## config.mk

```make
export PLATFORM = sky130hd
export DESIGN_NAME = inst_encoder_flat
export DESIGN_NICKNAME = d
export VERILOG_FILES = /design/src/rtl/inst_encoder_if.sv /design/src/rtl/inst_encoder.sv /design/src/flat_wrapper.sv
export SDC_FILE = /design/constraint.sdc
export NUM_CORES = 1
export LEC_CHECK = 0
export ABC_AREA = 1
export BUFFER_PORTS_ARGS = -buffer_cell sky130_fd_sc_hd__buf_2
export CAP_MARGIN = 20
export CORE_ASPECT_RATIO = 0.9
export CORE_MARGIN = 2
export CORE_UTILIZATION = 58
export CTS_CLUSTER_SIZE = 8
export DETAILED_ROUTE_END_ITERATION = 10
export PLACE_DENSITY = 0.86
export SLEW_MARGIN = 20
export SYNTH_ARGS = -nofsm -noshare
export SYNTH_HDL_FRONTEND = slang
export SYNTH_SLANG_ARGS = --single-unit
```

## constraint.sdc

```tcl
create_clock -name clk_i -period 7.4 [get_ports clk_i]
set_input_delay 0.74 -clock clk_i [delete_from_list [all_inputs] [get_ports clk_i]]
set_output_delay 0.74 -clock clk_i [all_outputs]
set_load 0.005 [all_outputs]
```

## src/rtl/inst_encoder_if.sv

```systemverilog
// inst_encoder_if
// Bundles the encoder's field-set input handshake, its output FIFO
// handshake and the statistics counters.
//   slave  : the encoder side (consumes fields, produces words)
//   master : the driver side (produces fields, consumes words)
// Signals:
//   in_valid_i/in_ready_o     field-set handshake
//   type_i, rd_i, rs1_i, rs2_i, funct3_i, funct7_i, imm_i   decoded fields
//   out_valid_o/out_ready_i   FIFO head handshake
//   inst_o, err_o             encoded word and error flag at FIFO head
//   cnt_ok_o, cnt_err_o       saturating accepted-word counters
interface inst_encoder_if #(
    parameter int CNT_W = 16
);
    logic             in_valid_i;
    logic             in_ready_o;
    logic [2:0]       type_i;
    logic [4:0]       rd_i;
    logic [4:0]       rs1_i;
    logic [4:0]       rs2_i;
    logic [2:0]       funct3_i;
    logic [6:0]       funct7_i;
    logic [31:0]      imm_i;
    logic             out_valid_o;
    logic             out_ready_i;
    logic [31:0]      inst_o;
    logic             err_o;
    logic [CNT_W-1:0] cnt_ok_o;
    logic [CNT_W-1:0] cnt_err_o;

    modport slave (
        input  in_valid_i, type_i, rd_i, rs1_i, rs2_i, funct3_i, funct7_i,
               imm_i, out_ready_i,
        output in_ready_o, out_valid_o, inst_o, err_o, cnt_ok_o, cnt_err_o
    );

    modport master (
        output in_valid_i, type_i, rd_i, rs1_i, rs2_i, funct3_i, funct7_i,
               imm_i, out_ready_i,
        input  in_ready_o, out_valid_o, inst_o, err_o, cnt_ok_o, cnt_err_o
    );
endinterface

```

## src/rtl/inst_encoder.sv

```systemverilog
// inst_encoder
// Packs decoded RISC-V fields (R / I / LOAD / STORE / BRANCH) into a 32-bit
// instruction word, flags immediates that cannot be represented, and queues
// {word, err} in a small circular FIFO.
// Ports:
//   clk_i  clock, all state on rising edge
//   rst_i  synchronous active-high reset
//   bus    inst_encoder_if.slave (fields in, words out, counters)
module inst_encoder #(
    parameter int DEPTH = 2,
    parameter int CNT_W = 16
) (
    input  logic           clk_i,
    input  logic           rst_i,
    inst_encoder_if.slave  bus
);
    localparam int PTR_W = (DEPTH > 1) ? $clog2(DEPTH) : 1;
    localparam logic [PTR_W:0] FULL_CNT = (PTR_W + 1)'(DEPTH);

    localparam logic [6:0] OP_R      = 7'b0110011;
    localparam logic [6:0] OP_I      = 7'b0010011;
    localparam logic [6:0] OP_LOAD   = 7'b0000011;
    localparam logic [6:0] OP_STORE  = 7'b0100011;
    localparam logic [6:0] OP_BRANCH = 7'b1100011;

    logic [31:0]      r_mem_inst [DEPTH];
    logic             r_mem_err  [DEPTH];
    logic [PTR_W-1:0] r_wr_ptr;
    logic [PTR_W-1:0] r_rd_ptr;
    logic [PTR_W:0]   r_count;
    logic [CNT_W-1:0] r_cnt_ok;
    logic [CNT_W-1:0] r_cnt_err;

    logic               w_in_ready;
    logic               w_out_valid;
    logic               w_push;
    logic               w_pop;
    logic [31:0]        w_word;
    logic               w_err;
    logic signed [31:0] w_imm_s;

    // Ready comes only from registered occupancy, so a full FIFO refuses a
    // push even when the head is popped in the same cycle.
    assign w_in_ready  = (r_count != FULL_CNT);
    assign w_out_valid = (r_count != '0);
    assign w_push      = bus.in_valid_i && w_in_ready;
    assign w_pop       = w_out_valid && bus.out_ready_i;
    assign w_imm_s     = $signed(bus.imm_i);

    // Field scattering; out-of-range immediates still have their low bits
    // packed so the word remains a faithful truncation.
    always_comb begin
        w_word = 32'h0000_0013;
        w_err  = 1'b1;
        case (bus.type_i)
            3'd0: begin
                w_word = {bus.funct7_i, bus.rs2_i, bus.rs1_i, bus.funct3_i,
                          bus.rd_i, OP_R};
                w_err  = 1'b0;
            end
            3'd1, 3'd2: begin
                w_word = {bus.imm_i[11:0], bus.rs1_i, bus.funct3_i, bus.rd_i,
                          (bus.type_i == 3'd1) ? OP_I : OP_LOAD};
                w_err  = (w_imm_s < -32'sd2048) || (w_imm_s > 32'sd2047);
            end
            3'd3: begin
                w_word = {bus.imm_i[11:5], bus.rs2_i, bus.rs1_i, bus.funct3_i,
                          bus.imm_i[4:0], OP_STORE};
                w_err  = (w_imm_s < -32'sd2048) || (w_imm_s > 32'sd2047);
            end
            3'd4: begin
                w_word = {bus.imm_i[12], bus.imm_i[10:5], bus.rs2_i, bus.rs1_i,
                          bus.funct3_i, bus.imm_i[4:1], bus.imm_i[11],
                          OP_BRANCH};
                w_err  = bus.imm_i[0] || (w_imm_s < -32'sd4096) ||
                         (w_imm_s > 32'sd4094);
            end
            default: begin
                w_word = 32'h0000_0013;
                w_err  = 1'b1;
            end
        endcase
    end

    // Storage carries no reset; validity is tracked by r_count alone.
    always_ff @(posedge clk_i) begin
        if (!rst_i && w_push) begin
            r_mem_inst[r_wr_ptr] <= w_word;
            r_mem_err[r_wr_ptr]  <= w_err;
        end
    end

    always_ff @(posedge clk_i) begin
        if (rst_i) begin
            r_wr_ptr  <= '0;
            r_rd_ptr  <= '0;
            r_count   <= '0;
            r_cnt_ok  <= '0;
            r_cnt_err <= '0;
        end else begin
            if (w_push) begin
                r_wr_ptr <= r_wr_ptr + PTR_W'(1);
                if (w_err) begin
                    if (r_cnt_err != '1) begin
                        r_cnt_err <= r_cnt_err + CNT_W'(1);
                    end
                end else begin
                    if (r_cnt_ok != '1) begin
                        r_cnt_ok <= r_cnt_ok + CNT_W'(1);
                    end
                end
            end
            if (w_pop) begin
                r_rd_ptr <= r_rd_ptr + PTR_W'(1);
            end
            case ({w_push, w_pop})
                2'b10:   r_count <= r_count + (PTR_W + 1)'(1);
                2'b01:   r_count <= r_count - (PTR_W + 1)'(1);
                default: r_count <= r_count;
            endcase
        end
    end

    assign bus.in_ready_o  = w_in_ready;
    assign bus.out_valid_o = w_out_valid;
    assign bus.inst_o      = w_out_valid ? r_mem_inst[r_rd_ptr] : 32'h0;
    assign bus.err_o       = w_out_valid ? r_mem_err[r_rd_ptr] : 1'b0;
    assign bus.cnt_ok_o    = r_cnt_ok;
    assign bus.cnt_err_o   = r_cnt_err;
endmodule

```

## src/flat_wrapper.sv

```systemverilog
// flat-port wrapper written by rule: the top's interface ports become plain ports
module inst_encoder_flat 
#(
    parameter int DEPTH = 2,
    parameter int CNT_W = 16
)
  (clk_i, rst_i, bus_in_valid_i, bus_type_i, bus_rd_i, bus_rs1_i, bus_rs2_i, bus_funct3_i, bus_funct7_i, bus_imm_i, bus_out_ready_i, bus_in_ready_o, bus_out_valid_o, bus_inst_o, bus_err_o, bus_cnt_ok_o, bus_cnt_err_o);
  inst_encoder_if #(.CNT_W(CNT_W)) bus_i ();
  input  logic clk_i;
  input  logic rst_i;
  input wire logic [$bits(bus_i.in_valid_i)-1:0] bus_in_valid_i;
  input wire logic [$bits(bus_i.type_i)-1:0] bus_type_i;
  input wire logic [$bits(bus_i.rd_i)-1:0] bus_rd_i;
  input wire logic [$bits(bus_i.rs1_i)-1:0] bus_rs1_i;
  input wire logic [$bits(bus_i.rs2_i)-1:0] bus_rs2_i;
  input wire logic [$bits(bus_i.funct3_i)-1:0] bus_funct3_i;
  input wire logic [$bits(bus_i.funct7_i)-1:0] bus_funct7_i;
  input wire logic [$bits(bus_i.imm_i)-1:0] bus_imm_i;
  input wire logic [$bits(bus_i.out_ready_i)-1:0] bus_out_ready_i;
  output wire logic [$bits(bus_i.in_ready_o)-1:0] bus_in_ready_o;
  output wire logic [$bits(bus_i.out_valid_o)-1:0] bus_out_valid_o;
  output wire logic [$bits(bus_i.inst_o)-1:0] bus_inst_o;
  output wire logic [$bits(bus_i.err_o)-1:0] bus_err_o;
  output wire logic [$bits(bus_i.cnt_ok_o)-1:0] bus_cnt_ok_o;
  output wire logic [$bits(bus_i.cnt_err_o)-1:0] bus_cnt_err_o;
  assign bus_i.in_valid_i = bus_in_valid_i;
  assign bus_i.type_i = bus_type_i;
  assign bus_i.rd_i = bus_rd_i;
  assign bus_i.rs1_i = bus_rs1_i;
  assign bus_i.rs2_i = bus_rs2_i;
  assign bus_i.funct3_i = bus_funct3_i;
  assign bus_i.funct7_i = bus_funct7_i;
  assign bus_i.imm_i = bus_imm_i;
  assign bus_i.out_ready_i = bus_out_ready_i;
  assign bus_in_ready_o = bus_i.in_ready_o;
  assign bus_out_valid_o = bus_i.out_valid_o;
  assign bus_inst_o = bus_i.inst_o;
  assign bus_err_o = bus_i.err_o;
  assign bus_cnt_ok_o = bus_i.cnt_ok_o;
  assign bus_cnt_err_o = bus_i.cnt_err_o;
  inst_encoder #(.DEPTH(DEPTH), .CNT_W(CNT_W)) u_core (.clk_i(clk_i), .rst_i(rst_i), .bus(bus_i));
endmodule
```

After elaboration in Yosys (flattened, before gate mapping)

Memories as Yosys holds them, arrays and structs flattened. A register that Yosys moved wholly into a read port is not among the register bits.
Cells that the tools add are included.

Register bits after elaboration: 36
RAM bits: 66
Input bits: 64
Output and inout bits: 67
Logic and storage cells: 53
Memories kept: 2

Memories:

| memory            | depth | bits a word | rd ports | clocked after Yosys merged registers in | wr ports | line               | text |
|---|---|---|---|---|---|---|---|
| u_core.r_mem_inst | 2     | 32          | 1        | 1                                       | 1        | inst_encoder.sv:26 | `logic [31:0] r_mem_inst [DEPTH];` |
| u_core.r_mem_err  | 2     | 1           | 1        | 1                                       | 1        | inst_encoder.sv:27 | `logic r_mem_err [DEPTH];` |

Add/sub/neg operators: 6
$lt $le $gt $ge: 4
Equal/unequal tests: 9
Multiplexer cells: 12
Bitwise operators: 1
Reduce and logical (&&, ||, !) cells: 14

Operators with widths:

| operator                                                                | count |
|---|---|
| 32-bit case mux with 4 select lines                                     | 1 |
| 16-bit by 1-bit adder with 16-bit output (second input constant)        | 2 |
| 32-bit by 12-bit > comparator with 1-bit output (second input constant) | 1 |
| 32-bit by 13-bit > comparator with 1-bit output (second input constant) | 1 |
| 32-bit by 12-bit < comparator with 1-bit output (second input constant) | 1 |
| 32-bit by 13-bit < comparator with 1-bit output (second input constant) | 1 |
| 32-bit two-way mux                                                      | 1 |
| 16-bit inequality test (second input constant)                          | 2 |
| 1-bit two-way mux                                                       | 7 |
| 3-bit by 2-bit equality test with 1-bit output (second input constant)  | 2 |
| 3-bit AND reduction                                                     | 2 |
| 5-bit two-way mux                                                       | 1 |
| 2-bit case mux with 2 select lines                                      | 1 |
| 2-bit nonzero test                                                      | 2 |
| 3-bit by 1-bit equality test with 1-bit output (second input constant)  | 1 |
| 3-bit equality test (second input constant)                             | 1 |
| 1-bit logical AND                                                       | 3 |
| 3-bit logical NOT                                                       | 1 |
| 1-bit logical OR                                                        | 3 |
| 1-bit case mux with 3 select lines                                      | 1 |
| 3-bit OR reduction                                                      | 1 |
| 1-bit adder (second input constant)                                     | 2 |
| 2-bit by 1-bit adder with 2-bit output (second input constant)          | 1 |
| 2-bit by 1-bit equality test with 1-bit output (second input constant)  | 1 |
| other kinds (6)                                                         | 6 |

Depth between registers and ports, before layout

Gate-level depths: netlist of run 1.

Word-level depth: 6
Gate-level depth with buffers: 14
Depth with buffers taken out: 13

Least setup slack after synthesis of run 1

No wires, ideal clock.

Path kind: input -> register
Start: input port rst_i
End: memory u_core.r_mem_err[1] (enable)
Library setup time: 0.451 ns
Data arrival time: 2.990 ns
Data required time: 6.949 ns
Path slack: 3.959 ns
Stages: 2
Path buffers: 1
Path through: clkbuf_1 -> nor3_1

Longest elaborated chain between the ends: 4

RTL lines:

| element                                 | line               | text |
|---|---|---|
| from (decl)                             | flat_wrapper.sv:10 | `input logic rst_i;` |
| 1-bit logical NOT                       | inst_encoder.sv:87 | `if (!rst_i && w_push) begin` |
| 1-bit logical AND                       | inst_encoder.sv:87 |  |
| 1-bit two-way mux                       | inst_encoder.sv:87 |  |
| 1-bit two-way mux (implied by the code) | inst_encoder.sv:89 | `r_mem_err[r_wr_ptr] <= w_err;` |
| to (decl)                               | inst_encoder.sv:27 |  |

Every way passes these cells.

==> reports/results.txt, run 1 <==
Dpl ws -> 4420 ps
R2R Path Start -> u_core.r_count[1]$_SDFFE_PP0P_
Port bufs -> 128
Synth area leaders -> edfxtp_1, dfxtp_1, nand2_1
Outcome -> complete, no violations
Min-Delay Path Class -> reg2reg
Final period util -> 45.3%
CP Launch Type -> flip-flop
CP endpoint kind -> output port
Fill cells -> 681
Largest area contributor in the netlist -> edfxtp_1
# Post-CTS Setup Buffers -> 0
First-pass GRT wire length -> 19.2 mm
Initial core utilization -> 59.8%
Clk_lat worst skew -> 370 ps
Cell depth of the worst flop-to-flop path -> 8
Final min period -> 3350 ps
Setup TNS -> 0 ps
CP Class -> reg2out
Peak VDD IR -> 0.125 mV
Final hold vios -> 0
Max Root-Sink Buffers -> 2
Clk pin slew, worst setup/hold paths -> 100 ps
RSZ-0062 raised after global routing -> no
Initial DRC Count -> 242
Worst Clk Skew -> 14.6 ps
Share of layout cells above drive strength 1 -> 27.2%
FP Rows -> 32
Post-cts sizing count -> 0
Yosys Warn Count -> 0
Die Ht -> 93.4 um
WL per Instance -> 14.2 um
Leakage dissipation -> 2.61 nW
Yosys cell types -> 40
Clock sink count -> 95
Crit path arrival time -> 2610 ps
DRC -> 0
Register area share after synthesis -> 48.2%
CTS buffer count -> 9
Hpwl dp -> 8.43 mm
Worst EP required -> 6660 ps
Endpoints failing setup -> 0
Max_slew headroom -> 30.6%
Ant. Diodes -> 0
GPL Wtd Cong -> 0.905
Setup slack after layout -> 4050 ps
Max Cap Viol -> 0
Post-Route WL -> 12.2 mm
Number of global-route vias before repair -> 4,329
Vias -> 4,626
Initial antenna violation count -> 0
R2r endpoint -> u_core.r_count[1]$_SDFFE_PP0P_
Total die area -> 9650 um^2
Mean Syn Cell Area -> 8.34 um^2
Mapped Area -> 5150 um^2
Remaining Overflow, GRT -> 0
Die width -> 103 um
Yosys top cell area share -> 33.8%
Pin count of the biggest net entering global routing -> 38
Worst Path Max Fanout -> 30
Hold buffer count at CTS -> 0
Pins Over Slew Limit -> 0
Yosys reg bits -> 95
PD cells -> 212 nW/um^2
DR vias/cell -> 5.39
First-pass DRT Iterations -> 7
CTS tree -> yes
Worst Hold Slack -> 470 ps
Worst reg-to-reg setup slack -> 5230 ps
Crit path to -> bus_inst_o[31]
# IOs -> 131
Tightest Pin Transition -> 1040 ps
Antenna Nets Post-Route -> 0
Core area -> 8610 um^2
Synth Instances -> 617
H-tree Lvls -> 3
Root Buffer -> clkbuf_8
GRT Overall Usage -> 25.4%
Area growth from synthesis to layout -> 17.4%
Final net count -> 801
FMAX -> 299 MHz
[power by group]
part	internal [mW]	switching (mW)	leakage (nW)
clock network	0.167	0.207	0.111
logic	0.102	0.184	1.66
registers	0.596	0.0249	0.838
total	0.865	0.416	2.61
[worst max-delay path, stage by stage (launching register included)]
cell and delay, ps:
dfxtp_1 1020, inv_1 730, nand2_1 210, a21oi_1 100, buf_2 170
[cell type report]
type / instances / area, um^2 / area share (%)
clock buffers: 9 / 124 / 2.05
clock inverters: 7 / 95.1 / 1.57
inverters: 53 / 199 / 3.29
multi-input cells: 445 / 2340 / 38.7
flip-flops and latches: 95 / 2480 / 41.1
well taps: 119 / 149 / 2.46
repair buffers: 130 / 656 / 10.8
[Yosys cell counts, drive strengths merged]
library cell  count
or2               1
clkbuf           11
nor3              7
nor4              3
xor2             18
xnor2             9
dfxtp            37
ha                3
nand2           183
nand3            37
and3              1
nand4            21
o211ai            2
o21ai            19
conb              1
a41oi             1
and2              3
buf              14
a21oi            68
nor2             67
edfxtp           58
inv              53
[sequential cells by signal (all words and copies together) (netlist names), named ones only]
signal                cells
u_core.bus.cnt_err_o     16
u_core.bus.cnt_ok_o      16
u_core.r_count            2
u_core.r_mem_err          2
u_core.r_mem_inst        56
u_core.r_rd_ptr           1
u_core.r_wr_ptr           1
[metal layers]
| layer | share of wire [%] | GRT usage [%] |
|---|---|---|
| met1 | 41 | 31.4 |
| met2 | 49 | 44.0 |
| met3 | 8.0 | 5.75 |
| met4 | 2.1 | 8.11 |
| met5 | 0 | 0 |
[per-stage QoR]
| step | cell area [um^2] | cells | total power [mW] | util, % |
|---|---|---|---|---|
| floorplan | 5150 | 618 | 0.805 | - |
| global placement | 5820 | 842 | 0.904 | 67.6 |
| detailed placement | 5830 | 842 | 0.919 | 67.7 |
| CTS | 6040 | 858 | 1.29 | 70.2 |
| global route | 6040 | 858 | 1.34 | 70.2 |
| finish | 6040 | 858 | 1.28 | 70.2 |
[worst min-delay path by stage]
stage	start	to	slack [ps]	depth (start not counted)
2_1_floorplan	u_core.r_rd_ptr$_SDFFE_PP0P_	flip-flop	430	1
3_3_place_gp	u_core.r_rd_ptr$_SDFFE_PP0P_	u_core.r_rd_ptr$_SDFFE_PP0P_	440	1
3_5_place_dp	u_core.r_rd_ptr$_SDFFE_PP0P_	flip-flop	450	1
4_1_cts	u_core.r_rd_ptr$_SDFFE_PP0P_	u_core.r_rd_ptr$_SDFFE_PP0P_	470	1
5_1_grt	u_core.r_rd_ptr$_SDFFE_PP0P_	flip-flop	490	1
6_report	u_core.r_rd_ptr$_SDFFE_PP0P_	u_core.r_rd_ptr$_SDFFE_PP0P_	470	1
[logic make-up (layout without fill, tap and decap cells)]
family	Yosys count	count (layout)	share of synthesized area (%)
AO/OA/AOI/OAI	90	90	10.7
XOR/XNOR	27	27	4.59
adder cells (fa/ha/maj)	3	3	0.729
buffers and inverters	78	199	6.71
flip-flops	95	95	48.2
other	1	2	0.0728
AND/OR/NAND/NOR	323	323	28.9
[layout by cell type, fill, tap and decap left out, types with 3 or more instances in the layout]
cell and n:
buf_2 128, dfxtp_1 37, nor2_2 4, inv_2 4, clkbuf_8 9, nand2_1 166, xor2_1 18, nor3_1 5
xnor2_1 9, inv_1 49, nand3_1 34, a21oi_2 20, ha_1 3, edfxtp_1 58, o21ai_0 18, a21oi_1 48
nor2_1 61, nand2_2 13, nand4_1 20
(Power assumes the default switching activity.)
==> run 2: changes to the inputs <==
Settings changed: ABC_AREA 1 to 0, CORE_UTILIZATION 58 to 53, PLACE_DENSITY 0.86 to 0.81.
Clock period 7.4 ns to 3.4 ns, I/O delays scaled along.
==> reports/results.txt, run 2 <==
Outcome -> complete, no violations (unchanged)
Area growth from synthesis to layout -> 19.5% (was 17.4%)
CP Class -> reg2reg (was reg2out)
First-pass DRT Iterations -> 5 (was 7)
DR vias/cell -> 5.65 (was 5.39)
Utilization after layout -> 64.4% (was 70.2%)
Clk pin slew, worst setup/hold paths -> 90 ps (was 100 ps)
Max Root-Sink Buffers -> 2 (unchanged)
Most frequent cells in the layout -> buf_2, nor2_1, edfxtp_1, mux2i_1, dfxtp_1 (was nand2_1, buf_2, nor2_1, edfxtp_1, inv_1)
Min-Delay Path Class -> in2reg (was reg2reg)
GPL Wtd Cong -> 0.865 (was 0.905)
RSZ-0062 raised after global routing -> no (unchanged)
CP Launch Type -> flip-flop (unchanged)
H-tree Lvls -> 3 (unchanged)
Yosys top cell area share -> 36.1% (was 33.8%)
Initial DRC Count -> 161 (was 242)
Peak VDD IR -> 0.291 mV (was 0.125 mV)
Seq pwr share -> 46.8% (was 48.5%)
CP endpoint kind -> flip-flop (was output port)
Pin count of the biggest net entering global routing -> 54 (was 38)
Tot Pwr -> 3.09 mW (was 1.28 mW)
Vias -> 3,941 (was 4,626)
Design Area, Final -> 5770 um^2 (was 6040 um^2)
Mean Syn Cell Area -> 10.6 um^2 (was 8.34 um^2)
Crit path arrival time -> 2590 ps (was 2610 ps)
Yosys reg bits -> 95 (unchanged)
Mapped Area -> 4820 um^2 (was 5150 um^2)
Total die area -> 9880 um^2 (was 9650 um^2)
Asr flop ratio synth -> 0% (unchanged)
PD cells -> 535 nW/um^2 (was 212 nW/um^2)
Clk_lat worst skew -> 360 ps (was 370 ps)
Yosys cell types -> 60 (was 40)
GRT Overall Usage -> 21.6% (was 25.4%)
Final hold vios -> 0 (unchanged)
Die width -> 105 um (was 103 um)
Internal power -> 2.13 mW (was 0.865 mW)
Cell depth of the worst flop-to-flop path -> 6 (was 8)
Remaining Overflow, GRT -> 0 (unchanged)
R2R Path Start -> u_core.r_count[0]$_SDFFE_PP0P_ (was u_core.r_count[1]$_SDFFE_PP0P_)
Cell with the most instances after synthesis -> nor2_1 (was nand2_1)
Setup TNS -> 0 ps (unchanged)
Clock share of power -> 27.0% (was 29.2%)
FMAX -> 432 MHz
Yosys Warn Count -> 0 (unchanged)
Worst EP required -> 3680 ps (was 6660 ps)
Root Buffer -> clkbuf_8 (unchanged)
First-pass GRT wire length -> 17.2 mm (was 19.2 mm)
Pins Over Slew Limit -> 0 (unchanged)
Antenna Nets Post-Route -> 0 (unchanged)
Worst min-delay path startpoint -> bus_rs1_i[1] (was u_core.r_rd_ptr$_SDFFE_PP0P_)
EDFF count, synth -> 58 (unchanged)
Endpoints failing setup -> 0 (unchanged)
# Post-CTS Setup Buffers -> 0 (unchanged)
Share of layout cells above drive strength 1 -> 29.3% (was 27.2%)
Clock sink count -> 95 (unchanged)
Port bufs -> 128 (unchanged)
Top_reg_cell synth -> edfxtp_1 (unchanged)
Ant. Diodes -> 0 (unchanged)
Post-Layout Cell Count -> 698 (was 858)
Leakage dissipation -> 2.28 nW (was 2.61 nW)
Synth Instances -> 454 (was 617)
WL per Instance -> 15.4 um (was 14.2 um)
Initial antenna violation count -> 0 (unchanged)
Hold Path End -> u_core.r_mem_inst[1][16]$_DFFE_PP_ (was u_core.r_rd_ptr$_SDFFE_PP0P_)
FP Rows -> 33 (was 32)
Register area share after synthesis -> 51.5% (was 48.2%)
Initial core utilization -> 53.8% (was 59.8%)
Synth area leaders -> edfxtp_1, dfxtp_1, mux2i_1 (was edfxtp_1, dfxtp_1, nand2_1)
Final net count -> 638 (was 801)
Hold Path Stages -> 2 (was 1)
Hold buffer count at CTS -> 0 (unchanged)
Largest area contributor in the netlist -> edfxtp_1 (unchanged)
R2r endpoint -> u_core.bus.cnt_err_o[5]$_SDFFE_PP0P_ (was u_core.r_count[1]$_SDFFE_PP0P_)
Tightest Pin Transition -> 917 ps (was 1040 ps)
Switch Pwr -> 0.959 mW (was 0.416 mW)
Worst reg-to-reg setup slack -> 1090 ps (was 5230 ps)
Max reg flops -> 56 (unchanged)
CTS buffer count -> 9 (unchanged)
Net switching fraction of the power -> 31.1% (was 32.5%)
Number of global-route vias before repair -> 3,836 (was 4,329)
Hpwl dp -> 7.54 mm (was 8.43 mm)
CTS tree -> yes (unchanged)
Post-cts sizing count -> 0 (unchanged)
Commonest non-fill, non-tap cell in the layout -> buf_2 (was nand2_1)
Die Ht -> 94.5 um (was 93.4 um)
Max Cap Viol -> 0 (unchanged)
Dpl cells -> 682 (was 842)
DP Area -> 5540 um^2 (was 5830 um^2)
Commonest cells post-synth -> nor2_1, edfxtp_1, mux2i_1 (was nand2_1, nor2_1, edfxtp_1)
Core area -> 8960 um^2 (was 8610 um^2)
Worst Clk Skew -> 16.4 ps (was 14.6 ps)
Worst Path Max Fanout -> 16 (was 30)
Fill cells -> 726 (was 681)
# IOs -> 131 (unchanged)
Power share of the combinational group -> 26.2% (was 22.3%)
DRC -> 0 (unchanged)
Post-Route WL -> 10.8 mm (was 12.2 mm)
Final period util -> 68.0%
Largest register by flop count -> u_core.r_mem_inst (unchanged)
Max_slew headroom -> 38.9% (was 30.6%)
Final min period -> 2310 ps
[run 2: how the worst max path moves through the flow]
| stage | start | end | slack [ps] | depth (start not counted) |
|---|---|---|---|---|
| floorplan | u_core.r_count[0]$_SDFFE_PP0P_ | u_core.r_mem_err[0]$_DFFE_PP_ | 160 | 3 |
| global route | u_core.r_count[0]$_SDFFE_PP0P_ | u_core.bus.cnt_ok_o[8]$_SDFFE_PP0P_ | 960 | 5 |
| global placement | bus_type_i[0] | u_core.bus.cnt_ok_o[8]$_SDFFE_PP0P_ | 880 | 7 |
| finish | u_core.r_count[0]$_SDFFE_PP0P_ | u_core.bus.cnt_err_o[5]$_SDFFE_PP0P_ | 1090 | 6 |
| detailed placement | bus_type_i[1] | u_core.bus.cnt_ok_o[8]$_SDFFE_PP0P_ | 780 | 7 |
| CTS | u_core.r_count[0]$_SDFFE_PP0P_ | u_core.bus.cnt_ok_o[8]$_SDFFE_PP0P_ | 1100 | 5 |
[run 2: cell families after synthesis]
kind of cell,synth area share (%)
AO/OA/AOI/OAI,11.3
adder cells (fa/ha/maj),0.778
flip-flops,51.5
buffers and inverters,3.45
AND/OR/NAND/NOR,19.8
XOR/XNOR,1.63
multiplexers,11.5
other,0.0777
[run 2: power groups by stage]
stage	Sequential, mW	Clock [mW]	Combinational (mW)
6_report	1.44	0.833	0.810
5_1_grt	1.46	0.887	0.896
4_1_cts	1.44	0.848	0.817
3_5_place_dp	1.47	0	0.815
3_3_place_gp	1.47	0	0.790
2_1_floorplan	1.39	0	0.564
[run 2: stage by stage]
| step | hold slack [ps] | setup WS, ps |
|---|---|---|
| final | 291 | 1090 |
| after global placement | 473 | 878 |
| after CTS | 272 | 1100 |
| after detailed placement | 488 | 779 |
| after floorplan | 472 | 163 |
| after global routing | 281 | 956 |
[run 2: cell type report]
| type | count | area, um^2 | share of cell area [%] |
|---|---|---|---|
| Sequential cell | 95 | 2480 | 43.1 |
| Inverter | 9 | 33.8 | 0.586 |
| Tap cell | 122 | 153 | 2.65 |
| Clock buffer | 9 | 124 | 2.15 |
| Multi-Input combinational cell | 324 | 2200 | 38.1 |
| Timing Repair Buffer | 132 | 671 | 11.6 |
| Clock inverter | 7 | 104 | 1.80 |
[run 2: per-layer routing]
layer,vias up,part of all wire (%),GRT usage (%)
met5,-,0,0
met4,0,2.2,9.89
met3,21,7.0,4.28
met2,168,48,36.5
met1,1837,42,27.1
li1,1915,-,-
[run 2: worst max-delay path: stages (launching register included)]
cell	delay, ps
dfxtp_1	430
nand2b_1	200
nand2_1	310
a31oi_2	370
o21ai_2	250
or4_1	530
a21oi_1	160
==> run 3: changes to the inputs <==
Clock period 3.4 ns to 2.2 ns, I/O delays scaled along.
==> reports/results.txt, run 3 (synthesis gave the netlist of run 2 again) <==
CTS buffer count -> 9 (unchanged)
First-pass DRT Iterations -> 5 (unchanged)
Peak VDD IR -> 0.487 mV (was 0.291 mV)
Area growth from synthesis to layout -> 23.0% (was 19.5%)
Final net count -> 658 (was 638)
Min-Delay Path Class -> in2reg (unchanged)
DRC -> 0 (unchanged)
PD cells -> 783 nW/um^2 (was 535 nW/um^2)
FP Rows -> 33 (unchanged)
Die width -> 105 um (unchanged)
Post-Route WL -> 11.4 mm (was 10.8 mm)
Max Cap Viol -> 0 (unchanged)
FMAX -> 468 MHz (was 432 MHz)
Clk_lat worst skew -> 350 ps (was 360 ps)
Core area -> 8960 um^2 (unchanged)
Outcome -> complete, no violations (unchanged)
Total die area -> 9880 um^2 (unchanged)
R2R Path Start -> u_core.bus.cnt_ok_o[7]$_SDFFE_PP0P_ (was u_core.r_count[0]$_SDFFE_PP0P_)
Antenna Nets Post-Route -> 0 (unchanged)
Remaining Overflow, GRT -> 0 (unchanged)
Initial core utilization -> 53.8% (unchanged)
First-pass GRT wire length -> 17.8 mm (was 17.2 mm)
Utilization after layout -> 66.2% (was 64.4%)
Dpl cells -> 702 (was 682)
Leakage dissipation -> 2.37 nW (was 2.28 nW)
Largest register by flop count -> u_core.r_mem_inst (unchanged)
Pin count of the biggest net entering global routing -> 31 (was 54)
CP bufs+invs -> 2 (was 0)
Max reg flops -> 56 (unchanged)
CP Class -> reg2reg (unchanged)
Tot Pwr -> 4.64 mW (was 3.09 mW)
Post-Layout Cell Count -> 717 (was 698)
Vias -> 4,052 (was 3,941)
Final hold vios -> 0 (unchanged)
Worst EP required -> 2440 ps (was 3680 ps)
Crit path arrival time -> 2380 ps (was 2590 ps)
DR vias/cell -> 5.65 (about the same)
CP Launch Type -> flip-flop (unchanged)
Port bufs -> 128 (unchanged)
CP peak stage delay -> 410 ps (was 530 ps)
Initial DRC Count -> 218 (was 161)
WL per Instance -> 15.9 um (was 15.4 um)
Pins Over Slew Limit -> 0 (unchanged)
Critical Path Start -> u_core.bus.cnt_ok_o[7]$_SDFFE_PP0P_ (was u_core.r_count[0]$_SDFFE_PP0P_)
Worst Path Max Fanout -> 6 (was 16)
Final period util -> 97.1% (was 68.0%)
# IOs -> 131 (unchanged)
Cell Chain, Critical Path -> and4_1 > nand4_4 > o311ai_2 > buf_4 > nor3_4 > buf_4 > nand3_1 > mux2_1 (was nand2b_1 > nand2_1 > a31oi_2 > o21ai_2 > or4_1 > a21oi_1)
Initial antenna violation count -> 0 (unchanged)
Root Buffer -> clkbuf_8 (unchanged)
Worst Clk Skew -> 11.3 ps (was 16.4 ps)
CP dominant cell by count -> buf_4
Max Root-Sink Buffers -> 2 (unchanged)
Hpwl dp -> 7.96 mm (was 7.54 mm)
Worst min-delay path startpoint -> bus_rs1_i[0] (was bus_rs1_i[1])
Final min period -> 2140 ps (was 2310 ps)
Endpoints failing setup -> 0 (unchanged)
GRT Overall Usage -> 22.4% (was 21.6%)
Ant. Diodes -> 0 (unchanged)
Cell family with most CP delay -> simple AND/OR/NAND/NOR gates (unchanged)
Clk pin slew, worst setup/hold paths -> 90 ps (about the same)
Die Ht -> 94.5 um (unchanged)
Most frequent cells in the layout -> buf_2, nor2_1, edfxtp_1, mux2i_1, dfxtp_1 (unchanged)
Crit-path slowest cell -> dfxtp_1 (was or4_1)
Max_slew headroom -> 66.5% (was 38.9%)
Clock sink count -> 95 (unchanged)
Tightest Pin Transition -> 502 ps (was 917 ps)
H-tree Lvls -> 3 (unchanged)
CP endpoint kind -> flip-flop (unchanged)
Setup TNS -> 0 ps (unchanged)
Share of layout cells above drive strength 1 -> 32.1% (was 29.3%)
Commonest non-fill, non-tap cell in the layout -> buf_2 (unchanged)
Number of global-route vias before repair -> 3,813 (was 3,836)
CTS tree -> yes (unchanged)
GPL Wtd Cong -> 0.868 (was 0.865)
Hold buffer count at CTS -> 0 (unchanged)
[run 3: cell type report]
type                            instances  area, um^2
Tap cell                              122         153
Sequential cell                        95        2480
Multi-Input combinational cell        324        2240
Clock buffer                            9         124
Inverter                                9        33.8
Fill cell                             731        3030
Clock inverter                          6        62.6
Timing Repair Buffer                  152         833
[run 3: per-stage QoR]
step	hold WS (ps)	cell area [um^2]	setup WS [ps]
5_1_grt	161	5930	-47.7
4_1_cts	157	5900	19.1
3_3_place_gp	480	5710	75.8
3_5_place_dp	503	5710	30.2
6_report	167	5930	64.4
2_1_floorplan	437	4850	147
[run 3: power by group]
part           internal (mW)  switching (mW)
logic                  0.613           0.800
clock network          0.513           0.594
registers               2.06          0.0665
[run 3: timing repair]
action | in CTS | in global routing
setup buffers | 0 | 0
pin swaps | 0 | 1
gates resized for setup | 1 | 5
setup endpoints to repair | 1 | 10
[run 3: path summary, 6_finish.rpt]
path	endpoint	slack, ps	cells past startpoint
worst max register to register	u_core.bus.cnt_ok_o[11]$_SDFFE_PP0P_	60	8
worst min-delay path	u_core.r_mem_inst[0][15]$_DFFE_PP_	170	2
worst min register to register	u_core.r_count[1]$_SDFFE_PP0P_	520	2
worst max-delay path	u_core.bus.cnt_ok_o[11]$_SDFFE_PP0P_	60	8
[run 3: layer usage]
metal	global-route usage [%]	part of all wire, %	vias up
li1	-	-	1947
met1	28.6	43	1945
met2	39.7	50	147
met3	3.04	5.8	13
met4	7.33	1.3	0
met5	0	0	-
